$ cat config.mk
export PLATFORM = sky130hd
export DESIGN_NAME = esm_instr_feeder_flat
export DESIGN_NICKNAME = d
export VERILOG_FILES = /design/src/rtl/esm_instr_feeder_if.sv /design/src/rtl/esm_instr_feeder.sv /design/src/flat_wrapper.sv
export SDC_FILE = /design/constraint.sdc
export NUM_CORES = 1
export LEC_CHECK = 0
export CORE_ASPECT_RATIO = 1.1
export CORE_UTILIZATION = 60
export CTS_CLUSTER_DIAMETER = 50
export CTS_CLUSTER_SIZE = 25
export DETAILED_ROUTE_END_ITERATION = 7
export PLACE_DENSITY = 0.76
export SYNTH_ARGS = -nofsm -noshare
export SYNTH_HDL_FRONTEND = slang
export SYNTH_SLANG_ARGS = --single-unit
export TNS_END_PERCENT = 10
$ cat constraint.sdc
create_clock -name clk -period 5.05 [get_ports clk]
set_input_delay 1.01 -clock clk [delete_from_list [all_inputs] [get_ports clk]]
set_output_delay 1.01 -clock clk [all_outputs]
set_load 0.005 [all_outputs]
$ cat src/rtl/esm_instr_feeder_if.sv
// Bundle between the instruction feeder and its environment: program load,
// stream control, and the registered instruction stream toward ESM.
interface esm_instr_feeder_if #(
    parameter int Instruction_word_size = 32,
    parameter int AW                    = 4
);
    logic                             load_en;
    logic [AW-1:0]                    load_addr;
    logic [Instruction_word_size-1:0] load_data;
    logic [AW:0]                      prog_len;
    logic                             start;
    logic                             stall;
    logic [Instruction_word_size-1:0] Instr_out;
    logic                             RegWrite;
    logic                             ALUSrc;
    logic                             valid;
    logic                             done;
    logic [7:0]                       illegal_cnt;

    // master: the feeder itself; slave: whoever loads/starts it and consumes the stream
    modport master (
        input  load_en, load_addr, load_data, prog_len, start, stall,
        output Instr_out, RegWrite, ALUSrc, valid, done, illegal_cnt
    );

    modport slave (
        output load_en, load_addr, load_data, prog_len, start, stall,
        input  Instr_out, RegWrite, ALUSrc, valid, done, illegal_cnt
    );
endinterface

$ cat src/rtl/esm_instr_feeder.sv
// Streams a loadable RV32I program into ESM with decoded RegWrite/ALUSrc,
// terminated by a zero word. Optional macro: ESM_FEEDER_ILLEGAL_SQUASH_EN.
module esm_instr_feeder #(
    parameter int Instruction_word_size = 32,
    parameter int depth                 = 16,
    parameter int AW                    = $clog2(depth)
) (
    input  logic                   clk,
    input  logic                   rst,
    esm_instr_feeder_if.master     bus
);
    localparam logic [Instruction_word_size-1:0] NOP_WORD = Instruction_word_size'(32'h0000_0013);
    localparam logic [AW:0]                      DEPTH_W  = (AW+1)'(depth);

    typedef enum logic [1:0] {
        S_IDLE = 2'd0,
        S_RUN  = 2'd1,
        S_DONE = 2'd2
    } state_t;

    state_t                           state_reg, state_next;
    logic [AW:0]                      pc_reg, pc_next;
    logic [AW:0]                      len_reg, len_next;
    logic [Instruction_word_size-1:0] instr_reg, instr_next;
    logic                             regwrite_reg, regwrite_next;
    logic                             alusrc_reg, alusrc_next;
    logic                             valid_reg, valid_next;
    logic                             done_reg, done_next;
    logic [7:0]                       illegal_cnt_reg, illegal_cnt_next;

    logic [Instruction_word_size-1:0] mem [depth];
    logic [Instruction_word_size-1:0] rd_word;
    logic [2:0]                       dec;
    logic [AW:0]                      len_clamped;

    // Returns {legal, RegWrite, ALUSrc}
    function automatic logic [2:0] decode(input logic [6:0] op);
        case (op)
            7'b0110011: decode = 3'b110;
            7'b0010011: decode = 3'b111;
            7'b0000011: decode = 3'b111;
            7'b0100011: decode = 3'b101;
            7'b1100011: decode = 3'b100;
            7'b0110111: decode = 3'b111;
            7'b0010111: decode = 3'b111;
            7'b1101111: decode = 3'b110;
            7'b1100111: decode = 3'b111;
            default:    decode = 3'b000;
        endcase
    endfunction

    // Program memory is writable only while no stream is in flight
    always_ff @(posedge clk) begin
        if (bus.load_en && state_reg != S_RUN) begin
            mem[bus.load_addr] <= bus.load_data;
        end
    end

    assign rd_word     = mem[pc_reg[AW-1:0]];
    assign dec         = decode(rd_word[6:0]);
    assign len_clamped = (bus.prog_len > DEPTH_W) ? DEPTH_W : bus.prog_len;

    always_ff @(posedge clk) begin
        if (rst) begin
            state_reg       <= S_IDLE;
            pc_reg          <= '0;
            len_reg         <= '0;
            instr_reg       <= '0;
            regwrite_reg    <= 1'b0;
            alusrc_reg      <= 1'b0;
            valid_reg       <= 1'b0;
            done_reg        <= 1'b0;
            illegal_cnt_reg <= '0;
        end else begin
            state_reg       <= state_next;
            pc_reg          <= pc_next;
            len_reg         <= len_next;
            instr_reg       <= instr_next;
            regwrite_reg    <= regwrite_next;
            alusrc_reg      <= alusrc_next;
            valid_reg       <= valid_next;
            done_reg        <= done_next;
            illegal_cnt_reg <= illegal_cnt_next;
        end
    end

    always_comb begin
        state_next       = state_reg;
        pc_next          = pc_reg;
        len_next         = len_reg;
        instr_next       = instr_reg;
        regwrite_next    = regwrite_reg;
        alusrc_next      = alusrc_reg;
        valid_next       = valid_reg;
        done_next        = done_reg;
        illegal_cnt_next = illegal_cnt_reg;

        case (state_reg)
            S_IDLE, S_DONE: begin
                if (bus.start) begin
                    len_next      = len_clamped;
                    pc_next       = '0;
                    instr_next    = '0;
                    regwrite_next = 1'b0;
                    alusrc_next   = 1'b0;
                    valid_next    = 1'b0;
                    done_next     = 1'b0;
                    state_next    = S_RUN;
                end else if (state_reg == S_DONE && !bus.stall) begin
                    // A stalled end-of-stream word stays valid until released
                    instr_next    = '0;
                    regwrite_next = 1'b0;
                    alusrc_next   = 1'b0;
                    valid_next    = 1'b0;
                end
            end
            S_RUN: begin
                if (!bus.stall) begin
                    valid_next = 1'b1;
                    if (pc_reg < len_reg) begin
                        instr_next    = rd_word;
                        regwrite_next = dec[1];
                        alusrc_next   = dec[0];
                        pc_next       = pc_reg + 1'b1;
`ifdef ESM_FEEDER_ILLEGAL_SQUASH_EN
                        if (!dec[2]) begin
                            instr_next = NOP_WORD;
                            if (illegal_cnt_reg != 8'hFF) begin
                                illegal_cnt_next = illegal_cnt_reg + 8'd1;
                            end
                        end
`endif
                    end else begin
                        instr_next    = '0;
                        regwrite_next = 1'b0;
                        alusrc_next   = 1'b0;
                        done_next     = 1'b1;
                        state_next    = S_DONE;
                    end
                end
            end
            default: state_next = S_IDLE;
        endcase
    end

    assign bus.Instr_out   = instr_reg;
    assign bus.RegWrite    = regwrite_reg;
    assign bus.ALUSrc      = alusrc_reg;
    assign bus.valid       = valid_reg;
    assign bus.done        = done_reg;
    assign bus.illegal_cnt = illegal_cnt_reg;

`ifndef ESM_FEEDER_ILLEGAL_SQUASH_EN
    // Without squashing the NOP constant has no consumer; reference it harmlessly
    logic unused_nop;
    assign unused_nop = ^NOP_WORD;
`endif
endmodule

$ cat src/flat_wrapper.sv
// flat-port wrapper written by rule: the top's interface ports become plain ports
module esm_instr_feeder_flat 
#(
    parameter int Instruction_word_size = 32,
    parameter int depth                 = 16,
    parameter int AW                    = $clog2(depth)
)
  (clk, rst, bus_load_en, bus_load_addr, bus_load_data, bus_prog_len, bus_start, bus_stall, bus_Instr_out, bus_RegWrite, bus_ALUSrc, bus_valid, bus_done, bus_illegal_cnt);
  esm_instr_feeder_if #(.Instruction_word_size(Instruction_word_size), .AW(AW)) bus_i ();
  input  logic clk;
  input  logic rst;
  input wire logic [$bits(bus_i.load_en)-1:0] bus_load_en;
  input wire logic [$bits(bus_i.load_addr)-1:0] bus_load_addr;
  input wire logic [$bits(bus_i.load_data)-1:0] bus_load_data;
  input wire logic [$bits(bus_i.prog_len)-1:0] bus_prog_len;
  input wire logic [$bits(bus_i.start)-1:0] bus_start;
  input wire logic [$bits(bus_i.stall)-1:0] bus_stall;
  output wire logic [$bits(bus_i.Instr_out)-1:0] bus_Instr_out;
  output wire logic [$bits(bus_i.RegWrite)-1:0] bus_RegWrite;
  output wire logic [$bits(bus_i.ALUSrc)-1:0] bus_ALUSrc;
  output wire logic [$bits(bus_i.valid)-1:0] bus_valid;
  output wire logic [$bits(bus_i.done)-1:0] bus_done;
  output wire logic [$bits(bus_i.illegal_cnt)-1:0] bus_illegal_cnt;
  assign bus_i.load_en = bus_load_en;
  assign bus_i.load_addr = bus_load_addr;
  assign bus_i.load_data = bus_load_data;
  assign bus_i.prog_len = bus_prog_len;
  assign bus_i.start = bus_start;
  assign bus_i.stall = bus_stall;
  assign bus_Instr_out = bus_i.Instr_out;
  assign bus_RegWrite = bus_i.RegWrite;
  assign bus_ALUSrc = bus_i.ALUSrc;
  assign bus_valid = bus_i.valid;
  assign bus_done = bus_i.done;
  assign bus_illegal_cnt = bus_i.illegal_cnt;
  esm_instr_feeder #(.Instruction_word_size(Instruction_word_size), .depth(depth), .AW(AW)) u_core (.clk(clk), .rst(rst), .bus(bus_i));
endmodule
==> run summary <==
=================================================================================================
Min Hold Slack                                                                           458.3 ps
Sequential Area                                                                       0.01643 mm2
Cell count after synthesis                                                                    978
Clk_lat worst skew                                                                         560 ps
Antenna violations before repair                                                                2
Post CTS Setup Buffer Count                                                                     0
Switching portion of total power                                                           0.2184
Critical Path End Type                                                                       flop
Mean Syn Cell Area                                                                      21.80 um2
Number of buffers created by CTS                                                               40
Most numerous cell types in the synthesized netlist                                  sky130_fd_sc_hd__edfxtp_1 (512), sky130_fd_sc_hd__mux4_2 (154), sky130_fd_sc_hd__nor2_1 (56), sky130_fd_sc_hd__dfxtp_1 (52), sky130_fd_sc_hd__a22oi_1 (31)
Unrepaired setup endpoints after global routing                                                no
First-pass GRT wire length                                                               64870 um
Worst-case setup slack after placement                                                    1486 ps
Leakage power figure                                                                     7.266 nW
Count of boundary I/O pins                                                                     90
Worst-case reg-to-reg path depth                                                                5
Hold worst-path end                                                                  u_core.bus.Instr_out[0]
Launch instance of the worst min-delay path                                          u_core.bus.Instr_out[0]
Starting Density                                                                           0.6084
Relative contribution of combinational cells to total power                                 0.032
Port buffer count                                                                              81
Number of distinct library cell variants in the gate-level netlist after synthesis             44
Combined area of all synthesized cells                                                0.02132 mm2
Dpl hpwl                                                                                 24030 um
Worst Path Required                                                                       5210 ps
Final count of hold timing violations                                                           0
Die footprint                                                                         0.03629 mm2
Maximum number of pins on one net before global-route repair                                   76
Routed length per instance                                                               28.21 um
Multi-input combinational cell area                                                  0.004740 mm2
Number of nets with antenna violations after detailed routing                                   0
Ranking of synthesized cells by area                                                 sky130_fd_sc_hd__edfxtp_1 (72%), sky130_fd_sc_hd__mux4_2 (16%), sky130_fd_sc_hd__dfxtp_1 (4.9%)
CTS Hold Bufs                                                                                   0
Via-per-instance ratio                                                                      6.592
Die boundary width                                                                       181.7 um
Power dissipated by switching net loads                                                  1.922 mW
Number of flip-flops under the largest register name                                          512
Area growth from synthesis to layout                                                       13.05%
Power density relative to cell area                                                  365.3 mW/mm2
Number of global-route vias before repair                                                   10060
Clock-pin transition on the worst setup and hold timing paths                               80 ps
Fin Setup TNS                                                                                0 ps
Floorplan Core Area                                                                   0.03504 mm2
PostCTS Resize Cnt                                                                              0
Worst-case register-to-register setup slack                                               2140 ps
Run status                                                                           finished clean
Launching element type of the critical path                                             input pin
Largest fanout on the critical path                                                            32
Warnings from Yosys                                                                             0
Wirelength, routed                                                                       43590 um
Max-slew headroom at the worst pin                                                         0.1638
Fin crit period                                                                           2981 ps
Total congestion overflow after global routing                                                  0
Number of maximum-capacitance constraint violations                                             0
Class of the most critical setup path                                                   in -> reg
Depth of the worst hold-timing path                                                             2
Iteration-0 DRC count of the detailed router                                                 1107
Number of filler instances in the final layout                                               2083
Sequential share of the synthesized area                                                   0.7700
Die height                                                                               199.7 um
Total setup violations reported at the end of the flow                                          0
TritonCTS clock tree                                                                        built
Top-area cell type share of the netlist area                                               0.7212
Depth of the CTS H-tree                                                                         2
Gpl congestion                                                                             0.7700
Worst ir drop on vdd                                                                    0.3438 mV
Max-slew violations                                                                             0
# clock sinks                                                                                 564
Fraction of layout instances using a drive strength above 1                                0.2436
Reg power frac                                                                              0.586
End of the worst register-to-register path                                           u_core.bus.Instr_out[30]
Detailed Routing Iterations Pass 1                                                              5
Min-delay worst type                                                                   reg -> reg
Seq cells post-synth                                                                          564
Largest register by flop count                                                         u_core.mem
Minimum setup slack in the final design                                                   2069 ps
Highest clock rate                                                                     0.3354 GHz
Count of flip-flops with a built-in enable after synthesis                                    512
Async S/R FF share, synth                                                                       0
Row count                                                                                      72
Internal power consumption                                                               6.882 mW
Final clock skew                                                                         21.41 ps
Root buffer cell                                                                     sky130_fd_sc_hd__clkbuf_16
Leading area contributor after synthesis                                             sky130_fd_sc_hd__edfxtp_1
Fin nets                                                                                     1119
All-Layer GR Usage                                                                         0.2496
Arrival @ worst endpoint                                                                  3150 ps
Post-route DRC                                                                                  0
Primary flip-flop cell chosen by synthesis mapping                                   sky130_fd_sc_hd__edfxtp_1
Most instantiated library cell after synthesis                                       sky130_fd_sc_hd__edfxtp_1
CTS max path bufs                                                                               3
Worst Tran Pin Value                                                                      1251 ps
Tcrit/Tclk final                                                                           0.5904
Clk pwr share                                                                               0.381
Number of vias in the routed layout                                                         10190
=================================================================================================
-- layout make-up --
cell class,count,share of cell area
Sequential cell,564,0.6816
Clock buffer,45,0.04407
Multi-Input combinational cell,358,0.1966
Clock inverter,29,0.01381
Antenna cell,1,0.0001038
Tap cell,444,0.02305
Inverter,6,0.0009344
Timing Repair Buffer,98,0.03977
-- power groups by stage --
stage / combinational, mW / sequential (mW) / clock [mW]
6_report: 0.286 / 5.16 / 3.36
5_1_grt: 0.308 / 5.17 / 3.58
4_1_cts: 0.288 / 5.16 / 3.41
3_5_place_dp: 0.286 / 5.27 / 0
3_3_place_gp: 0.278 / 5.26 / 0
2_1_floorplan: 0.136 / 5.26 / 0
-- stage by stage --
stage	util	power [mW]	cell area, um2	std cells
after global routing	0.6878	9.050	24100	1545
after global placement	0.6479	5.541	22700	1470
after CTS	0.6877	8.857	24100	1544
after floorplan	-	5.394	21350	985
final	0.6878	8.805	24100	1545
after detailed placement	0.6479	5.553	22700	1470
-- worst max path at each step --
stage	start	end	slack, ps	cells past startpoint
finish	bus_load_en	u_core.mem[12][26]	2070	4
global route	flop	u_core.bus.Instr_out[30]	1960	5
CTS	bus_load_en	u_core.mem[12][26]	2060	4
detailed placement	bus_load_en	u_core.mem[12][29]	1490	4
global placement	bus_load_en	u_core.mem[12][24]	1560	4
floorplan	bus_load_addr[1]	u_core.mem[0][0]	940	2
-- worst max-delay path, cell delays in order --
cell,delay (ps)
sky130_fd_sc_hd__clkdlybuf4s50_1,520
sky130_fd_sc_hd__nand2_1,80
sky130_fd_sc_hd__or3_1,510
sky130_fd_sc_hd__nor2_4,1020
-- cell usage in the layout, fill, tap and decap left out, drive strengths merged, types with 2 or more instances in the layout --
cell type      Yosys  final
mux4             154    154
ha                 5      5
a21oi             18     18
conb               1      8
a32oi              2      2
o21ai              3      3
nand3              3      3
nand2b             6      6
edfxtp           512    512
nand2             21     21
o211ai             2      2
nand4              3      3
nor2              58     58
dfxtp             52     52
and3               2      2
xnor2              3      3
nand3b             4      4
buf               33     18
clkinvlp           0      2
a21o               2      2
or3                3      3
a22oi             31     31
nor3               9      9
nor2b              3      3
inv                6     21
clkinv             0     12
clkdlybuf4s50      0     80
a22o               5      5
clkbuf            24     45
-- per-layer routing --
layer,vias to the layer above,wire (um),GRT usage
met1,5389,18070,0.3680
met4,2,965,0.06842
met3,72,3407,0.04228
met5,-,10,0
li1,4260,-,-
met2,462,21130,0.3952
-- kinds of logic (layout without fill, tap and decap cells) --
kind of cell / count (synthesis) / after routing / share of synthesized area
AO/OA/AOI/OAI: 70 / 70 / 0.02283
XOR/XNOR: 4 / 4 / 0.001644
adder cells (fa/ha/maj): 5 / 5 / 0.002934
buffers and inverters: 63 / 178 / 0.01438
flip-flops: 564 / 564 / 0.7700
multiplexers: 154 / 154 / 0.1627
other: 1 / 9 / 0.0001759
AND/OR/NAND/NOR: 117 / 117 / 0.02535
Power figures use the tool's default switching activity.
